`src/rtl/dcache_write_buffer.sv`:
```
// Write buffer between the dcache victim path and the memory write side.
// Dirty lines are queued in a small FIFO and drained to memory one at a time,
// in order. Buffered lines can be merged on re-eviction and are searchable by
// dcache-miss lookups so stale memory is never observed.

module dcache_write_buffer #(
    parameter int DEPTH            = 4,
    parameter int ADDR_SIZE        = 32,
    parameter int DATA_SIZE        = 32,
    parameter int PACKED_DATA_SIZE = 256
) (
    input  logic                        clk,
    input  logic                        reset,
    input  logic                        dcache_write_buffer_en,
    input  logic [ADDR_SIZE-1:0]        dcache_write_buffer_physical_addr,
    input  logic [PACKED_DATA_SIZE-1:0] dcache_write_buffer_data,
    output logic                        buffer_ready_for_dcache_write,
    output logic                        buffer_receive_dcache_write_ok,
    input  logic                        lookup_en,
    input  logic [ADDR_SIZE-1:0]        lookup_physical_addr,
    output logic                        buffer_hit_success,
    output logic [DATA_SIZE-1:0]        buffer_hit_data,
    output logic                        buffer_write_mem_en,
    output logic [ADDR_SIZE-1:0]        buffer_write_mem_addr,
    output logic [PACKED_DATA_SIZE-1:0] buffer_write_mem_data,
    input  logic                        mem_ready_for_buffer_write,
    input  logic                        mem_buffer_write_finish
);

    // state    | meaning
    // BUF_IDLE | nothing in flight; start a send when the FIFO holds a line
    // BUF_SEND | head line presented to memory, waiting for ready
    // BUF_WAIT | request accepted, waiting for the write-finish pulse
    typedef enum logic [1:0] {
        BUF_IDLE = 2'd0,
        BUF_SEND = 2'd1,
        BUF_WAIT = 2'd2
    } buf_state_t;

    localparam int PTR_W      = $clog2(DEPTH);
    localparam int CNT_W      = $clog2(DEPTH + 1);
    localparam int LA_W       = ADDR_SIZE - 5;
    localparam int WORDS      = PACKED_DATA_SIZE / DATA_SIZE;
    localparam int WORD_SEL_W = $clog2(WORDS);

    buf_state_t                  r_state;
    buf_state_t                  w_state_next;
    logic                        r_valid [DEPTH];
    logic [LA_W-1:0]             r_addr  [DEPTH];
    logic [PACKED_DATA_SIZE-1:0] r_data  [DEPTH];
    logic [PTR_W-1:0]            r_head;
    logic [PTR_W-1:0]            r_tail;
    logic [CNT_W-1:0]            r_count;

    logic                        w_ready;
    logic                        w_accept;
    logic                        w_pop;
    logic                        w_alloc;
    logic                        w_head_busy;
    logic [LA_W-1:0]             w_in_la;
    logic [LA_W-1:0]             w_lk_la;
    logic                        w_merge;
    logic [PTR_W-1:0]            w_merge_idx;
    logic                        w_hit;
    logic [PTR_W-1:0]            w_hit_idx;
    logic [PTR_W-1:0]            w_scan_idx;
    logic [CNT_W-1:0]            w_count_next;
    logic [WORDS-1:0][DATA_SIZE-1:0] w_hit_words;
    logic [WORD_SEL_W-1:0]       w_word;
    logic                        w_unused;

    assign w_in_la     = dcache_write_buffer_physical_addr[ADDR_SIZE-1:5];
    assign w_lk_la     = lookup_physical_addr[ADDR_SIZE-1:5];
    assign w_word      = lookup_physical_addr[2 +: WORD_SEL_W];
    assign w_unused    = ^{dcache_write_buffer_physical_addr[4:0], lookup_physical_addr[1:0]};

    // Ready comes from the registered count only; it is forced low while in reset.
    assign w_ready     = !reset && (r_count < CNT_W'(DEPTH));
    assign w_accept    = dcache_write_buffer_en && w_ready;
    assign w_head_busy = (r_state != BUF_IDLE);
    assign w_pop       = (r_state == BUF_WAIT) && mem_buffer_write_finish;
    assign w_alloc     = w_accept && !w_merge;

    assign buffer_ready_for_dcache_write  = w_ready;
    assign buffer_receive_dcache_write_ok = w_accept;

    // Merge search: any valid entry with the same line, except an in-flight head.
    always_comb begin
        w_merge     = 1'b0;
        w_merge_idx = '0;
        for (int i = 0; i < DEPTH; i++) begin
            if (r_valid[i] && (r_addr[i] == w_in_la) &&
                !(w_head_busy && (PTR_W'(i) == r_head))) begin
                w_merge     = 1'b1;
                w_merge_idx = PTR_W'(i);
            end
        end
    end

    // Lookup: scan oldest to newest so the newest matching entry wins.
    always_comb begin
        w_hit      = 1'b0;
        w_hit_idx  = '0;
        w_scan_idx = '0;
        for (int k = 0; k < DEPTH; k++) begin
            w_scan_idx = r_head + PTR_W'(k);
            if (r_valid[w_scan_idx] && (r_addr[w_scan_idx] == w_lk_la)) begin
                w_hit     = 1'b1;
                w_hit_idx = w_scan_idx;
            end
        end
    end

    assign w_hit_words        = r_data[w_hit_idx];
    assign buffer_hit_success = lookup_en && w_hit;
    assign buffer_hit_data    = buffer_hit_success ? w_hit_words[w_word] : '0;

    // Net occupancy change: allocation and pop cancel out.
    always_comb begin
        w_count_next = r_count;
        case ({w_alloc, w_pop})
            2'b10:   w_count_next = r_count + CNT_W'(1);
            2'b01:   w_count_next = r_count - CNT_W'(1);
            default: w_count_next = r_count;
        endcase
    end

    // FIFO storage, pointers and occupancy.
    always_ff @(posedge clk or posedge reset) begin
        if (reset) begin
            for (int i = 0; i < DEPTH; i++) begin
                r_valid[i] <= 1'b0;
                r_addr[i]  <= '0;
                r_data[i]  <= '0;
            end
            r_head  <= '0;
            r_tail  <= '0;
            r_count <= '0;
        end else begin
            if (w_pop) begin
                r_valid[r_head] <= 1'b0;
                r_head          <= r_head + PTR_W'(1);
            end
            if (w_accept) begin
                if (w_merge) begin
                    r_data[w_merge_idx] <= dcache_write_buffer_data;
                end else begin
                    r_valid[r_tail] <= 1'b1;
                    r_addr[r_tail]  <= w_in_la;
                    r_data[r_tail]  <= dcache_write_buffer_data;
                    r_tail          <= r_tail + PTR_W'(1);
                end
            end
            r_count <= w_count_next;
        end
    end

    // Drain FSM state register.
    always_ff @(posedge clk or posedge reset) begin
        if (reset) begin
            r_state <= BUF_IDLE;
        end else begin
            r_state <= w_state_next;
        end
    end

    // Drain FSM next state and memory-side outputs.
    always_comb begin
        w_state_next          = r_state;
        buffer_write_mem_en   = 1'b0;
        buffer_write_mem_addr = '0;
        buffer_write_mem_data = '0;
        case (r_state)
            BUF_IDLE: begin
                if (r_count != '0) w_state_next = BUF_SEND;
            end
            BUF_SEND: begin
                buffer_write_mem_en   = 1'b1;
                buffer_write_mem_addr = {r_addr[r_head], 5'b0};
                buffer_write_mem_data = r_data[r_head];
                if (mem_ready_for_buffer_write) w_state_next = BUF_WAIT;
            end
            BUF_WAIT: begin
                if (mem_buffer_write_finish) w_state_next = BUF_IDLE;
            end
            default: w_state_next = BUF_IDLE;
        endcase
    end

endmodule

```
`config.mk`:
```
export PLATFORM = sky130hd
export DESIGN_NAME = dcache_write_buffer
export DESIGN_NICKNAME = d
export VERILOG_FILES = /design/src/rtl/dcache_write_buffer.sv
export SDC_FILE = /design/constraint.sdc
export NUM_CORES = 2
export LEC_CHECK = 0
export ABC_AREA = 1
export CORE_MARGIN = 2
export CORE_UTILIZATION = 31
export DETAILED_ROUTE_END_ITERATION = 8
export PLACE_DENSITY_LB_ADDON = 0.08
export SETUP_SLACK_MARGIN = 0.05
export SYNTH_ARGS = -nofsm -noshare
export SYNTH_HDL_FRONTEND = slang
export SYNTH_SLANG_ARGS = --single-unit
```
`constraint.sdc`:
```
create_clock -name clk -period 84.6 [get_ports clk]
set_input_delay 8.46 -clock clk [delete_from_list [all_inputs] [get_ports clk]]
set_output_delay 8.46 -clock clk [all_outputs]
set_load 0.02 [all_outputs]
```
Word-level counts from Yosys, hierarchy flattened
Index checks and enable logic that the tools add are counted.
{"block": "word_totals", "out_inout_bits": 324, "reg_bits": 1145, "mem_bits_rw": 0, "wordCells": 173, "mem_bits_ro": 0, "latch_bits": 0, "n_memories": 0, "input_bits": 326}
{"block": "classes", "shifts": 0, "bitwise": 11, "n_addsub": 6, "eq_ne": 18, "n_mux": 73, "magnitude_cmp": 12, "multipliers": 0, "n_div": 0, "reduce_logical": 37}
{"op": "$bwmux 1024", "n": 2}
{"op": "$mux 256", "n": 7}
{"op": "$bmux 256 s2", "n": 2}
{"op": "$demux 256 s2", "n": 2}
{"op": "$mux 1024", "n": 1}
{"op": "$mux 27", "n": 9}
{"op": "$bmux 27 s2", "n": 4}
{"op": "$eq 27x27->1", "n": 8}
{"op": "$bwmux 108", "n": 1}
{"op": "$bmux 32 s3", "n": 1}
{"op": "$mux 32", "n": 3}
{"op": "$demux 27 s2", "n": 1}
{"op": "$logic_and 1x1->1", "n": 24}
{"op": "$ge 3x3->1 const B", "n": 7}
{"op": "$not 2->3", "n": 7}
{"op": "$mux 1", "n": 20}
{"op": "$mux 2", "n": 9}
{"op": "$mux 4", "n": 3}
{"op": "$lt 3x1->1 const B", "n": 3}
{"op": "$bmux 1 s2", "n": 4}
{"op": "$logic_not 1->1", "n": 6}
{"op": "$ne 2x2->1 const B", "n": 3}
{"op": "$pmux 2 s3", "n": 1}
{"op": "$pmux 3 s2", "n": 1}
{"op": "other kinds (20)", "n": 28}

Depth between registers and ports, before layout
{"block": "depth", "word_depth": 17, "depth_mapped": 39, "depth_no_buf": 26}

Worst setup path before layout
Ideal clock, no wire load.
{"block": "synth_path", "path_kind": "input to output", "startpoint": "input lookup_physical_addr[29]", "endpoint": "output buffer_hit_data[1]", "arrival_time_ns": 10.728, "n_path_buf": 4, "t_required_ns": 76.140, "setup_slack_ns": 65.412, "cell_stages": 24, "path_cell_list": "clkbuf_1 > inv_1 > nand3_1 > nand2_1 > nor2_1 > nand2_1 > nor2_1 > nand2_1 > nor2_1 > nand2_1 > nand2_1 > nand2_2 > nand2_1 > buf_6 > buf_8 > buf_6 > o21ai_1 > nand2_1 > nand2_1 > nand2_1 > nand3_1 > nand2_1 > nor2_1 > nor2_1"}
{"block": "synth_between", "elab_chain_len": 13, "word_cells_on_any_way": 24, "cone_classes": "4 x eq/ne; 14 x mux; 1 x bitwise; 5 x reduce/logical"}
{"item": "start: declaration", "line_no": "20", "rtl": "input logic [ADDR_SIZE-1:0] lookup_physical_addr,"}
{"item": "$eq 27x27->1", "line_no": "107", "rtl": "if (r_valid[w_scan_idx] && (r_addr[w_scan_idx] == w_lk_la)) begin"}
{"item": "$logic_and 1x1->1", "line_no": "107"}
{"item": "$mux 2 (4 in series)", "line_no": "107"}
{"item": "$not 2->3 (implied by the code)", "line_no": "114", "rtl": "assign w_hit_words = r_data[w_hit_idx];"}
{"item": "$bmux 256 s2", "line_no": "114"}
{"item": "$mux 256 (implied by the code) (2 in series)", "line_no": "114"}
{"item": "$bmux 32 s3", "line_no": "116", "rtl": "assign buffer_hit_data = buffer_hit_success ? w_hit_words[w_word] : '0;"}
{"item": "$mux 32 (implied by the code)", "line_no": "116"}
{"item": "$mux 32 *", "line_no": "116"}
{"item": "end: declaration", "line_no": "22", "rtl": "output logic [DATA_SIZE-1:0] buffer_hit_data,"}
Mark *: on every way between the ends. The rest lies on a longest branch, timed or not. The select of a mux whose other input is x is not followed.

Worst setup path after layout
{"block": "layout_path", "startpoint": "input lookup_physical_addr[29]", "endpoint": "output buffer_hit_data[3]"}
The elaborated chain is that of the path after synthesis.

==> flow_summary_export.csv <==
group,metric,value,unit
drt,wl_per_cell,25.4,µm
clocking,clock-root-buffer,"clkbuf_16",
critical_path,cp-endpoint,"buffer_hit_data[3]",
floorplanning,pin_count,650,
synth,synthXorXnorAreaFrac,0.519,%
synth,synth-edff-count,0,
pwr,p_leak,41.8,nW
timing,max_freq,40.4,MHz
final_layout,instances_no_fill,14500,
status,status,"completed",
timing,slew_headroom,14.8,%
pwr,intPower,1.69,mW
floorplanning,fp.dieH,488,µm
clocking,post_cts_buffers,0,
drt,wl,370000,µm
timing,fin_setup_tns,0,ns
clocking,clock_path_buffers,3,
timing,period_needed,24.72,ns
min_path,hold_class,"flop to flop",
synth,synth_warnings,0,
critical_path,crit_path_start,"lookup_physical_addr[29]",
placed_design,io_buffers,637,
clocking,clk_pin_slew,0.06,ns
timing,min_period_over_period,29.2,%
critical_path,crit_fanout,91,
floorplanning,start_util,31.2,%
pwr,ir_drop,0.0397,mV
global_routing,antenna_found_initial,39,
drt,drtIter0Drc,8915,
synth,synthSimpleGateAreaFrac,36.3,%
final_layout,nets,11700,
placed_design,place.gp.congestion,0.935,
clocking,cts_resized,0,
drt,first_pass_iters,6,
pwr,comb_power_share,50.6,%
synth,synth_top_family_by_area,"simple AND/OR/NAND/NOR gates",
timing,rsz0062_at_grt,"no",
timing,setup_viol,0,
critical_path,r2r_setup_slack,76.79,ns
placed_design,dpl.hpwl,235000,µm
global_routing,grt_pass1_wl,529000,µm
floorplanning,dieWidth,488,µm
synth,synth_flop_cell,"dfrtp_1",
clocking,tritoncts_num_sinks,1145,
synth,muxShareOfSynthArea,0,%
synth,yosysSeqAreaShare,39.5,%
drt,ant_nets,0,
synth,yosysTopAreaCell,"dfrtp_1",
critical_path,rr_worst_depth,16,
timing,hold_viol,0,
critical_path,startpoint_type,"input pin",
final_layout,area_growth,17.8,%
job,maxCapViolCount,0,
clocking,cts-hold-fix-buffers,0,
final_layout,fillerInstances,25100,
pwr,p_sw_share,49.2,%
placed_design,place_inst,14300,
critical_path,critPathRequiredTime,76.14,ns
floorplanning,core-area,0.233,mm²
global_routing,overflow,0,
pwr,seqPwrFrac,29.6,%
timing,slew_viol_final,0,
synth,synth_fa_ha_area_share,0.183,%
synth,syn_area,0.0725,mm²
timing,worstMarginPinSlew,1.28,ns
clocking,htreeDepth,4,
drt,routed_via_density,5.34,
clocking,cts_tree,"yes",
timing,clock_skew,0.0374,ns
critical_path,setup.worst_path.class,"input pin to primary output",
clocking,clock_latency,0.82,ns
drt,vias,77600,
synth,yosysTopAreaCellShare,39.5,%
floorplanning,die-area,0.238,mm²
min_path,whs_path_depth,2,
floorplanning,core.rowCount,177,
pwr,power.switching,1.64,mW
global_routing,track_usage,30.3,%
synth,async_flop_share,100,%
final_layout,final_cell_mix,"nand2_1, nand3_1, o21ai_0",
synth,synth_area_leaders,"dfrtp_1, nand2_1, nand3_1, o21ai_0, inv_1",
synth,synth.distinct_cells,45,
global_routing,grt_max_degree,213,
critical_path,reg2reg_from,"r_head[0]$_DFFE_PP0P_",
critical_path,rr_endpoint,"r_data[925]$_DFFE_PP0P_",
pwr,clock_power_share,19.8,%
synth,synth-seq-cells,1145,
critical_path,end_kind,"primary output",
final_layout,layout-drive-gt1-share,3.65,%
final_layout,final_common_cell,"nand2_1",
synth,syn_avg_cell_area,6.43,µm²
pwr,powerDensity,38.9,mW/mm²
synth,syn_inst,11300,
clocking,cts_buffers,151,
critical_path,crit_arrival,16.26,ns
global_routing,grt_pass1_vias,72400,
drt,drc,0,
synth,synth_compound_area_share,13.3,%
==> stage by stage <==
stage / utilization, % / setup slack, ns / power, mW / hold WS (ns) / area [µm²]
5_1_grt: 36.7 / 59.77 / 3.56 / 0.508 / 85400
2_1_floorplan: - / 43.89 / 1.96 / 0.453 / 72500
3_5_place_dp: 34.6 / 60.03 / 2.65 / 0.473 / 80400
3_3_place_gp: 34.6 / 60.06 / 2.63 / 0.466 / 80400
4_1_cts: 36.7 / 60.01 / 3.32 / 0.487 / 85400
6_report: 36.7 / 59.88 / 3.32 / 0.483 / 85400
==> how the worst min path moves through the flow <==
stage / start / end
finish: r_data[801]$_DFFE_PP0P_ / r_data[801]$_DFFE_PP0P_
global route: r_data[138]$_DFFE_PP0P_ / r_data[138]$_DFFE_PP0P_
CTS: r_data[801]$_DFFE_PP0P_ / r_data[801]$_DFFE_PP0P_
detailed placement: r_data[801]$_DFFE_PP0P_ / r_data[801]$_DFFE_PP0P_
global placement: r_data[848]$_DFFE_PP0P_ / r_data[848]$_DFFE_PP0P_
floorplan: r_data[800]$_DFFE_PP0P_ / r_data[800]$_DFFE_PP0P_
==> critical path, stage by stage <==
cell             delay [ns]
clkdlybuf4s50_1        0.84
inv_1                  0.19
nand3_1                0.33
nand2_1                0.09
nor2_1                 0.12
nand2_1                0.09
nor2_1                 0.11
nand2_1                0.06
nor2_1                 0.40
nand2_1                0.13
nand2_1                0.18
nand2_8                0.28
nand2_8                0.54
buf_4                  0.78
buf_12                 0.52
buf_4                  0.62
o211ai_1               0.17
a21oi_1                0.59
nor2_1                 0.16
nor2_1                 0.53
nor2_1                 0.11
clkdlybuf4s50_1        0.64
==> layer usage <==
layer	wire, µm	share of wire (%)	track usage, %	up-vias
li1	-	-	-	36100
met1	159000	43	41.4	37400
met2	163000	44	46.5	3443
met3	29200	7.9	5.18	566
met4	18900	5.1	13.8	30
met5	199	0.054	0	-
==> synth_stat cells (2+ instances only) <==
cell          n
clkbuf_1    551
o21ai_0    1234
o2111ai_1     7
o211ai_1     32
o21ai_1      38
nand3b_1    131
nor2_1      756
and3_1        2
inv_1      1000
clkinv_1      2
buf_2       127
ha_1          9
nand2_1    3921
nor4b_1       3
a21oi_1     583
xnor2_1      16
buf_1        84
nor3b_1       2
or2_2        34
or3_1         2
nor3_1        8
nor2_2        2
buf_6        20
buf_4        36
xor2_1       27
nand2_4       2
nand3_1    1433
inv_2        15
nand2_2       3
nor4_1       11
nand4_1      29
dfrtp_1    1145
==> kinds of logic after synthesis <==
kind of cell / after synthesis
other: 1
AND/OR/NAND/NOR: 6341
XOR/XNOR: 43
AO/OA/AOI/OAI: 1900
flip-flops: 1145
buffers and inverters: 1838
adder cells (fa/ha/maj): 10
==> flip-flops by register name, summed over array words and instances, names as in the netlist <==
signal	flops
r_head	2
r_tail	2
r_data	1024
r_count	3
r_addr	108
r_state	2
r_valid	4
==> final cells by class <==
type / instances / area, µm² / area share (%)
inverters: 1019 / 3880 / 4.55
diodes: 13 / 32.5 / 0.0381
well taps: 3043 / 3810 / 4.46
flip-flops and latches: 1145 / 28700 / 33.6
multi-input cells: 8299 / 36700 / 42.9
clock inverters: 32 / 427 / 0.500
repair buffers: 753 / 7410 / 8.68
clock buffers: 225 / 4520 / 5.29
==> power by group through the flow <==
stage / logic (mW) / registers [mW] / clock network [mW]
2_1_floorplan: 1.05 / 0.909 / 0
3_3_place_gp: 1.65 / 0.978 / 0
3_5_place_dp: 1.67 / 0.982 / 0
4_1_cts: 1.67 / 0.976 / 0.672
5_1_grt: 1.86 / 1.01 / 0.692
6_report: 1.68 / 0.982 / 0.660
Note: power is estimated with default switching activity, not from simulation.
